File: config.mk
export PLATFORM = sky130hd
export DESIGN_NAME = sum_accumulator
export DESIGN_NICKNAME = d
export VERILOG_FILES = /design/src/rtl/sum_accumulator.sv
export SDC_FILE = /design/constraint.sdc
export NUM_CORES = 1
export LEC_CHECK = 0
export BUFFER_PORTS_ARGS = -buffer_cell sky130_fd_sc_hd__buf_2
export CAP_MARGIN = 30
export CORE_MARGIN = 1.5
export CORE_UTILIZATION = 40
export CTS_CLUSTER_DIAMETER = 80
export DETAILED_ROUTE_END_ITERATION = 10
export SETUP_SLACK_MARGIN = 0.1
export SYNTH_ARGS = -nofsm -noshare
export SYNTH_HDL_FRONTEND = slang
export SYNTH_SLANG_ARGS = --single-unit
File: constraint.sdc
create_clock -name clock -period 2.15 [get_ports clock]
set_clock_uncertainty 0.1 [all_clocks]
set_input_delay 0.1075 -clock clock [delete_from_list [all_inputs] [get_ports clock]]
set_output_delay 0.1075 -clock clock [all_outputs]
set_load 0.02 [all_outputs]
File: src/rtl/sum_accumulator.sv
// Batch accumulator for the adder SUM stream: takes NB_SAMPLES unsigned sums
// over valid/ready and presents one wide, overflow-free total over valid/ready.
module sum_accumulator #(
  parameter  int DATA_WIDTH = 4,
  parameter  int NB_SAMPLES = 8,
  localparam int ACC_WIDTH  = DATA_WIDTH + 1 + $clog2(NB_SAMPLES),
  localparam int CNT_WIDTH  = $clog2(NB_SAMPLES + 1)
) (
  input  logic                  clock,
  input  logic                  reset_n,
  input  logic                  START_I,
  input  logic [DATA_WIDTH:0]   SUM_I,
  input  logic                  SUM_VALID_I,
  output logic                  SUM_READY_O,
  output logic [ACC_WIDTH-1:0]  ACC_O,
  output logic                  ACC_VALID_O,
  input  logic                  ACC_READY_I,
  output logic [CNT_WIDTH-1:0]  COUNT_O,
  output logic                  BUSY_O
);

  typedef enum logic [1:0] {
    IDLE  = 2'd0,
    ACCUM = 2'd1,
    DONE  = 2'd2
  } state_t;

  localparam logic [CNT_WIDTH-1:0] CNT_FULL = CNT_WIDTH'(NB_SAMPLES);

  state_t                 state_reg;
  logic [ACC_WIDTH-1:0]   acc_reg;
  logic [CNT_WIDTH-1:0]   cnt_reg;
  logic                   sum_ready_reg;
  logic                   acc_valid_reg;
  logic                   busy_reg;

  logic                   beat;
  logic [CNT_WIDTH-1:0]   cnt_next;
  logic [ACC_WIDTH-1:0]   acc_next;

  // A beat only exists while the registered ready is high, so sums offered
  // in IDLE or DONE are silently dropped.
  always_comb begin
    beat     = SUM_VALID_I & sum_ready_reg;
    cnt_next = cnt_reg + 1'b1;
    acc_next = acc_reg + ACC_WIDTH'(SUM_I);
  end

  always_ff @(posedge clock or negedge reset_n) begin
    if (!reset_n) begin
      state_reg     <= IDLE;
      acc_reg       <= '0;
      cnt_reg       <= '0;
      sum_ready_reg <= 1'b0;
      acc_valid_reg <= 1'b0;
      busy_reg      <= 1'b0;
    end else begin
      case (state_reg)
        IDLE: begin
          if (START_I) begin
            acc_reg       <= '0;
            cnt_reg       <= '0;
            sum_ready_reg <= 1'b1;
            busy_reg      <= 1'b1;
            state_reg     <= ACCUM;
          end
        end

        ACCUM: begin
          if (beat) begin
            acc_reg <= acc_next;
            cnt_reg <= cnt_next;
            if (cnt_next == CNT_FULL) begin
              sum_ready_reg <= 1'b0;
              acc_valid_reg <= 1'b1;
              state_reg     <= DONE;
            end
          end
        end

        DONE: begin
          // Total and count stay frozen until downstream takes the result.
          if (ACC_READY_I) begin
            acc_valid_reg <= 1'b0;
            busy_reg      <= 1'b0;
            state_reg     <= IDLE;
          end
        end

        default: begin
          sum_ready_reg <= 1'b0;
          acc_valid_reg <= 1'b0;
          busy_reg      <= 1'b0;
          state_reg     <= IDLE;
        end
      endcase
    end
  end

  assign SUM_READY_O = sum_ready_reg;
  assign ACC_O       = acc_reg;
  assign ACC_VALID_O = acc_valid_reg;
  assign COUNT_O     = cnt_reg;
  assign BUSY_O      = busy_reg;

endmodule

# ---- Word level (Yosys, flattened, before mapping)
# Index checks and enable logic that the tools add are counted.
dict set report totals {
  reg_bits 17
}
dict set report op_classes {
  add_sub_neg 2
  n_eq_ne 7
  mux 20
  n_bitwise 4
  n_reduce_logical 7
}
# op count
set ops {}
lappend ops {{8-bit two-way mux} 2}
lappend ops {{8-bit one-hot mux with 2 select lines} 1}
lappend ops {{4-bit AND reduction} 3}
lappend ops {{1-bit one-hot mux with 3 select lines} 3}
lappend ops {{8-bit by 5-bit adder with 8-bit output} 1}
lappend ops {{2-bit two-way mux} 4}
lappend ops {{4-bit two-way mux} 2}
lappend ops {{2-bit inequality test (second input constant)} 4}
lappend ops {{4-bit one-hot mux with 2 select lines} 1}
lappend ops {{1-bit two-way mux} 6}
lappend ops {{2-bit one-hot mux with 3 select lines} 1}
lappend ops {{3-bit AND reduction} 2}
lappend ops {{4-bit by 1-bit adder with 4-bit output (second input constant)} 1}
lappend ops {{4-bit equality test (second input constant)} 1}
lappend ops {{1-bit NOT} 3}
lappend ops {{2-bit by 1-bit equality test with 1-bit output (second input constant)} 1}
lappend ops {{2-bit equality test (second input constant)} 1}
lappend ops {{2-bit logical NOT} 1}
lappend ops {{2-bit nonzero test} 1}
lappend ops {{1-bit AND} 1}

# ---- Logic depth before layout (Yosys ltp)
# Gate-level depths: netlist (run 1).
dict set report depth {
  ltp_word 5
  mapped_depth 7
  ltp_nobuf 6
}

# ---- Worst setup path after synthesis (run 1)
# Ideal clock, no wire load.
dict set report synth_timing {
  path_kind {reg2reg}
  from {reg acc_reg[3], in the netlist ACC_O[3]}
  to {reg acc_reg[7], in the netlist ACC_O[7]}
  setup_time_ns 0.130
  arrival_ns 1.823
  t_required_ns 1.920
  setup_slack_ns 0.097
  stages_incl_launch_ff 6
  path_buffers 0
  synth_period_minus_slack_ns 2.053
  cell_sequence {dfrtp_1 ha_1 and3_1 a2111oi_0 or4_1 a21oi_1}
}
dict set report synth_via {
  elab_chain_cells 3
}
# item line
set synth_lines {}
lappend synth_lines {{start: declaration} 31} ;# logic [ACC_WIDTH-1:0] acc_reg;
lappend synth_lines {{start signal: assignment} 71} ;# acc_reg <= acc_next;
lappend synth_lines {{8-bit by 5-bit adder with 8-bit output} 46} ;# acc_next = acc_reg + ACC_WIDTH'(SUM_I);
lappend synth_lines {{8-bit two-way mux} 70} ;# if (beat) begin
lappend synth_lines {{8-bit one-hot mux with 2 select lines} 58} ;# case (state_reg)
# Every way passes these cells. The select of a mux whose other input is x is not followed.
# A chain may end at the register's enable or synchronous reset.

# ---- Final worst setup path (run 1)
dict set report layout_timing {
  from {reg acc_reg[4], in the netlist ACC_O[4]}
  to {reg acc_reg[7], in the netlist ACC_O[7]}
}
# The elaborated chain is that of the path after synthesis.

==> results of run 1 <==
power by group through the flow:
| stage | sequential (mW) | combinational, mW | clock (mW) |
|---|---|---|---|
| after floorplan | 0.756 | 0.495 | 0 |
| final | 0.618 | 0.969 | 0.166 |
| after global placement | 0.607 | 0.907 | 0 |
| after CTS | 0.612 | 0.918 | 0.177 |
| after global routing | 0.646 | 1.07 | 0.198 |
| after detailed placement | 0.618 | 0.914 | 0 |
routing by layer:
metal  share of wire  GRT usage  vias to the layer above
met4           0.011    0.05128                        0
met5               0          0                        -
met2            0.47     0.2637                       16
met3           0.043    0.06000                        2
met1            0.48     0.2280                      383
li1                -          -                      403
per-stage QoR:
step	setup slack [ns]	instance area [um^2]	total power [mW]
floorplan	0.1718	972.2	1.251
global placement	0.2166	1120	1.514
detailed placement	0.1648	1120	1.532
CTS	0.1137	1156	1.708
global route	0.1303	1194	1.918
finish	0.2411	1194	1.753
kinds of logic after synthesis:
logic type	share of synthesized area
DFF	0.4381
muxes	0.02191
xor gates and xnor gates	0.02707
and+or+nand+nor	0.1534
AOI/OAI and AO/OA	0.2191
adders and majority gates	0.09794
buffers and inverters	0.04253
worst max-delay path by stage:
stage | from | endpoint | slack [ns] | cells after the start
after floorplan | ACC_O[0]$_DFFE_PN0P_ | ACC_O[6]$_DFFE_PN0P_ | 0.17 | 6
after global placement | ACC_O[2]$_DFFE_PN0P_ | ACC_O[7]$_DFFE_PN0P_ | 0.22 | 6
after detailed placement | ACC_O[0]$_DFFE_PN0P_ | ACC_O[6]$_DFFE_PN0P_ | 0.16 | 6
after CTS | ACC_O[0]$_DFFE_PN0P_ | ACC_O[6]$_DFFE_PN0P_ | 0.11 | 6
after global routing | ACC_O[4]$_DFFE_PN0P_ | ACC_O[7]$_DFFE_PN0P_ | 0.13 | 6
final | ACC_O[4]$_DFFE_PN0P_ | ACC_O[7]$_DFFE_PN0P_ | 0.24 | 6
tightest hold or removal path: stages:
cell     delay (ns)
buf_2          0.09
inv_1          0.05
nand2_1        0.06
o22ai_1        0.07
layout by cell type, fill, tap and decap left out, drive strengths merged, types with 2 or more instances in the layout:
cell and count:
a21o 3, nand3 2, buf 27, xnor2 2, o21ai 7, nor2 4, a21oi 6, inv 3
clkbuf 4, dfrtp 17, and3 2, a211oi 2, nand2 6, nand4 2, ha 6, a22o 6
layout make-up:
type                    instances  area (um^2)
fillers                       232         1061
multi-input cells              68        543.0
flip-flops and latches         17        425.4
repair buffers                 28        152.6
well taps                      28        35.03
clock buffers                   4        26.28
inverters                       3        11.26
repair_timing:
item | in CTS | in global routing
endpoints found under the hold margin | 17 | 0
setup endpoints to repair | 0 | 2
gates resized for setup | 0 | 6
hold buffers | 1 | 0
==> results.ini, run 1 <==
[critical_path]
cpPeakStageDelay_ns = 0.46
cp_max_fo = 5
r2r-start = ACC_O[4]$_DFFE_PN0P_
crit_family = simple AND/OR/NAND/NOR gates
r2r_setup_slack_ns = 0.24
rr_worst_depth = 6
cp.required_ns = 2.27
r2r-end = ACC_O[7]$_DFFE_PN0P_
critPathKind = register to register
start_kind = register
cp.arrival_ns = 2.03
crit_chain = ha_1 > and3_1 > a2111oi_2 > buf_4 > or4_1 > a21oi_1
crit_path_end_kind = register
cp_num_buf_inv = 1
cp_slowest_cell = or4_1

[layout]
area.growth.synth_to_final_pct = 22.94
fin_cells = 148
antenna-diode-count = 0
final_nets = 138
drive_gt1_frac = 0.3250
largest_register_ff_count = 8
final_util = 0.5294

[route]
routedWlPerCell_um = 13.28
firstDrtPassIters = 6
dr_total_vias = 804
vias_per_cell = 5.432
drt.antenna.violating_nets = 0
drc = 0
wl_mm = 1.965
drt_iter0_drc = 9

[timing]
tightest_slew_ns = 0.5112
fin_tns_setup_ns = 0
finalCritPeriodShare = 0.8879
fmax_mhz = 523.9
post-route-min-period_ns = 1.909
finalHoldViolCount = 0
slew_headroom = 0.6589
hold_slack_ns = 0.01656
setup_viol = 0
rsz0062_at_grt = no
maxSlewViolCount = 0

[synth]
synth-edff-count = 0
synth_common_cells = dfrtp_1 (17), o21ai_0 (7)
synthCells = 92
ys_seq_elements = 17
synth_most_common_cell = dfrtp_1
avgSynthCellArea_um2 = 10.55
synth.lib_cells_used.distinct = 37
yosysTopAreaCell = dfrtp_1
synth_seq_area_share = 0.4381
synth_ff_type = dfrtp_1
ys.warnings.count = 0
syn_area_um2 = 970.9
syn_nets = 109
synthArstFlopShare = 1.000
netlist_top_cells_area = dfrtp_1 (44%), ha_1 (7.7%), a22o_1 (5.4%)
yosysTopAreaCellShare = 0.4381

[global_routing]
grt_pass1_vias = 737
grt_pass1_wl_mm = 3.381
grt_max_degree = 18
grt_usage = 0.1720
grt_overflow = 0
antenna_found_initial = 0

[pwr]
p_leak_nw = 0.5676
pwr-share-seq = 0.352
combinationalPowerShare = 0.553
p_per_area_nw_per_um2 = 1468
internal-power_mw = 0.9803
swShare = 0.4407
p_sw_mw = 0.7726
peakVddDrop_uv = 693.8
clkPwrFrac = 0.095

[clock_network]
cts_tree = done
clock_latency_ns = 0.28
post_cts_buffers = 0
cts_htree_levels = 1
cts_buffers = 3
clockRootBuffer = clkbuf_4
clockBufferDepth = 2
clk_pin_slew_worst_paths_ns = 0.09
cts.sinks = 17

[die]
die_w_um = 52.27
num_io_pins = 25
core_area_um2 = 2255
start_util = 0.4306
die_area_um2 = 2732
num_rows = 17
die_y_um = 52.27

[hold_path]
hold_depth = 4
holdPathEnd = state_reg[1]$_DFFE_PN0P_
hp-class = primary input to register
worstHoldStart = ACC_READY_I

[place]
port_buffers = 24
place.gp.congestion = 0.7988
place_hpwl_mm = 1.443
dpl.cell_count = 143

[outcome]
status = complete, no violations

[job]
drv_cap = 0

No activity file was read; power rests on OpenSTA's default activity.
==> run 2, diff against run 1 <==
PLACE_DENSITY_LB_ADDON = 0.1   (was default)
==> run 2 against run 1 <==
Final area grew 0.11%. Count of clock-buffer cells in the layout shrank 1. Maximum frequency hardly changed. Register-to-register slack about the same. Cell count did not move. Flip-flop and latch count stayed put. Die area stayed put. Wire length increased by 2.1%. Global-route usage down 0.090 points. Worst setup slack worse by 0.0018 ns.
==> results.ini, run 2 (synthesis gave the netlist of run 1 again) <==
[timing]
slew_headroom = 0.7437  ; +0.08482
tightest_slew_ns = 0.3845  ; -0.1267 ns
fin_tns_setup_ns = 0  ; unchanged
setup_viol = 0  ; unchanged
fmax_mhz = 523.4  ; about the same
rsz0062_at_grt = no
maxSlewViolCount = 0  ; unchanged
finalHoldViolCount = 0  ; unchanged
post-route-min-period_ns = 1.911  ; +0.001796 ns
setup_ws_ns = 0.2393  ; -0.001796 ns
finalCritPeriodShare = 0.8887  ; about the same

[pwr]
internal-power_mw = 0.9827  ; +0.24%
pwr-share-seq = 0.354  ; +0.002
peakVddDrop_uv = 749.8  ; +8.1%
p_per_area_nw_per_um2 = 1474  ; +0.39%
swShare = 0.4422  ; +0.001413
power.total_mw = 1.762  ; +0.50%
clkPwrFrac = 0.098  ; +0.003
p_sw_mw = 0.7789  ; +0.82%
combinationalPowerShare = 0.549  ; -0.004
p_leak_nw = 0.5708  ; +0.56%

[critical_path]
r2r-start = ACC_O[2]$_DFFE_PN0P_
crit_chain = ha_4 > and3_1 > a2111oi_2 > buf_4 > or4_1 > a21oi_1
crit_path_end_kind = register
cpPeakStageDelay_ns = 0.46  ; about the same
critical_path_depth = 6  ; unchanged
startpoint = ACC_O[2]$_DFFE_PN0P_
crit_family = simple AND/OR/NAND/NOR gates
r2r-end = ACC_O[7]$_DFFE_PN0P_
cp_num_buf_inv = 1  ; unchanged
start_kind = register
cp_slowest_cell = or4_1
critPathKind = register to register
rr_worst_depth = 6  ; unchanged
crit_path_end = ACC_O[7]$_DFFE_PN0P_
cp.required_ns = 2.27  ; about the same
cp.arrival_ns = 2.03  ; about the same
r2r_setup_slack_ns = 0.24  ; about the same
cp_max_fo = 5  ; unchanged

[layout]
largest_register_ff_count = 8  ; unchanged
layout_commonest_cell = buf_2
antenna-diode-count = 0  ; unchanged
area.growth.synth_to_final_pct = 23.07
final_nets = 138  ; unchanged
fin_cells = 148  ; unchanged
fillCellCount = 225  ; -3.0%
drive_gt1_frac = 0.3333  ; +0.008333
final_cell_mix = buf_2 (24), dfrtp_1 (17), o21ai_0 (7)

[die]
die_area_um2 = 2732  ; unchanged
num_io_pins = 25  ; unchanged
die_w_um = 52.27  ; unchanged
die_y_um = 52.27  ; unchanged
num_rows = 17  ; unchanged
core_area_um2 = 2255  ; unchanged
start_util = 0.4306  ; unchanged

[outcome]
status = complete, no violations

[place]
place_hpwl_mm = 1.462  ; +1.4%
place.gp.congestion = 0.7566  ; -5.3%
dpl.cell_count = 143  ; unchanged
pre_cts_slack_ns = 0.1303  ; -0.03452 ns
port_buffers = 24  ; unchanged

[global_routing]
grt_pass1_vias = 725  ; -1.6%
antenna_found_initial = 0  ; unchanged
grt_max_degree = 18  ; unchanged
grt_pass1_wl_mm = 3.374  ; -0.21%
grt_overflow = 0  ; unchanged
grt_usage = 0.1711  ; -0.0008972

[clock_network]
cts.sinks = 17  ; unchanged
cts_buffers = 3  ; unchanged
cts_tree = done
cts_htree_levels = 1  ; unchanged
clk_pin_slew_worst_paths_ns = 0.11  ; +0.02 ns
clockBufferDepth = 2  ; unchanged
post_cts_buffers = 0  ; unchanged
clockRootBuffer = clkbuf_4
clock_latency_ns = 0.29  ; about the same

[hold_path]
worstHoldStart = ACC_READY_I
hp-class = primary input to register

[route]
dr_total_vias = 808  ; +0.50%
firstDrtPassIters = 4  ; -2
routedWlPerCell_um = 13.55  ; +2.1%
drc = 0  ; unchanged
wl_mm = 2.006  ; +2.1%
drt.antenna.violating_nets = 0  ; unchanged
drt_iter0_drc = 12  ; +3
vias_per_cell = 5.459  ; +0.50%

[job]
drv_cap = 0  ; unchanged

-- run 2: changes by cell type in the layout (fill, tap and decap cells not counted) --
cell	change
clkbuf_1	-1
clkinv_2	+1
-- run 2: power groups by stage --
| stage | sequential (mW) | combinational [mW] | clock, mW |
|---|---|---|---|
| final | 0.623 | 0.967 | 0.172 |
| after global routing | 0.652 | 1.07 | 0.199 |
| after CTS | 0.616 | 0.919 | 0.182 |
| after detailed placement | 0.621 | 0.915 | 0 |
| after global placement | 0.620 | 0.905 | 0 |
| after floorplan | 0.756 | 0.495 | 0 |
-- run 2: worst min-delay path, stage by stage --
cell,delay [ns]
buf_2,0.09
inv_1,0.05
nand2_1,0.06
o22ai_1,0.07
-- run 2: repair_timing --
action,CTS,global route
resized for setup,0,6
hold endpoints to repair,17,0
hold buffers,1,0
endpoints found under the setup margin,0,3
-- run 2: layout make-up --
| type | instances | area [um^2] | area share |
|---|---|---|---|
| clock buffers | 3 | 22.52 | 0.01885 |
| inverters | 3 | 11.26 | 0.009424 |
| repair buffers | 28 | 152.6 | 0.1277 |
| multi-input cells | 68 | 543.0 | 0.4544 |
| well taps | 28 | 35.03 | 0.02932 |
| clock inverters | 1 | 5.005 | 0.004188 |
| flip-flops and latches | 17 | 425.4 | 0.3560 |
-- run 2: how the worst min path moves through the flow --
stage	end	slack, ns	cells after the start
6_report	state_reg[1]$_DFFE_PN0P_	0.01	4
5_1_grt	state_reg[1]$_DFFE_PN0P_	0.03	4
4_1_cts	state_reg[1]$_DFFE_PN0P_	0.0003	4
3_5_place_dp	ACC_O[1]$_DFFE_PN0P_	-0.05	1
3_3_place_gp	ACC_O[1]$_DFFE_PN0P_	-0.04	1
2_1_floorplan	ACC_O[0]$_DFFE_PN0P_	-0.29	0
-- run 2: through the flow --
stage               utilization  instance area (um^2)  hold WS [ns]
floorplan                     -                 972.2       -0.2881
global placement         0.4967                  1120      -0.04438
detailed placement       0.4967                  1120      -0.04603
CTS                      0.5133                  1157     0.0003108
global route             0.5300                  1195       0.02667
finish                   0.5300                  1195       0.01270
-- run 2: metal layers --
metal / vias to the layer above / track usage / share of wire / wire length [um]
li1: 396 / - / - / -
met1: 393 / 0.2274 / 0.49 / 976
met2: 17 / 0.2679 / 0.46 / 929
met3: 2 / 0.05143 / 0.041 / 83
met4: 0 / 0.05128 / 0.0085 / 17
met5: - / 0 / 0 / 0
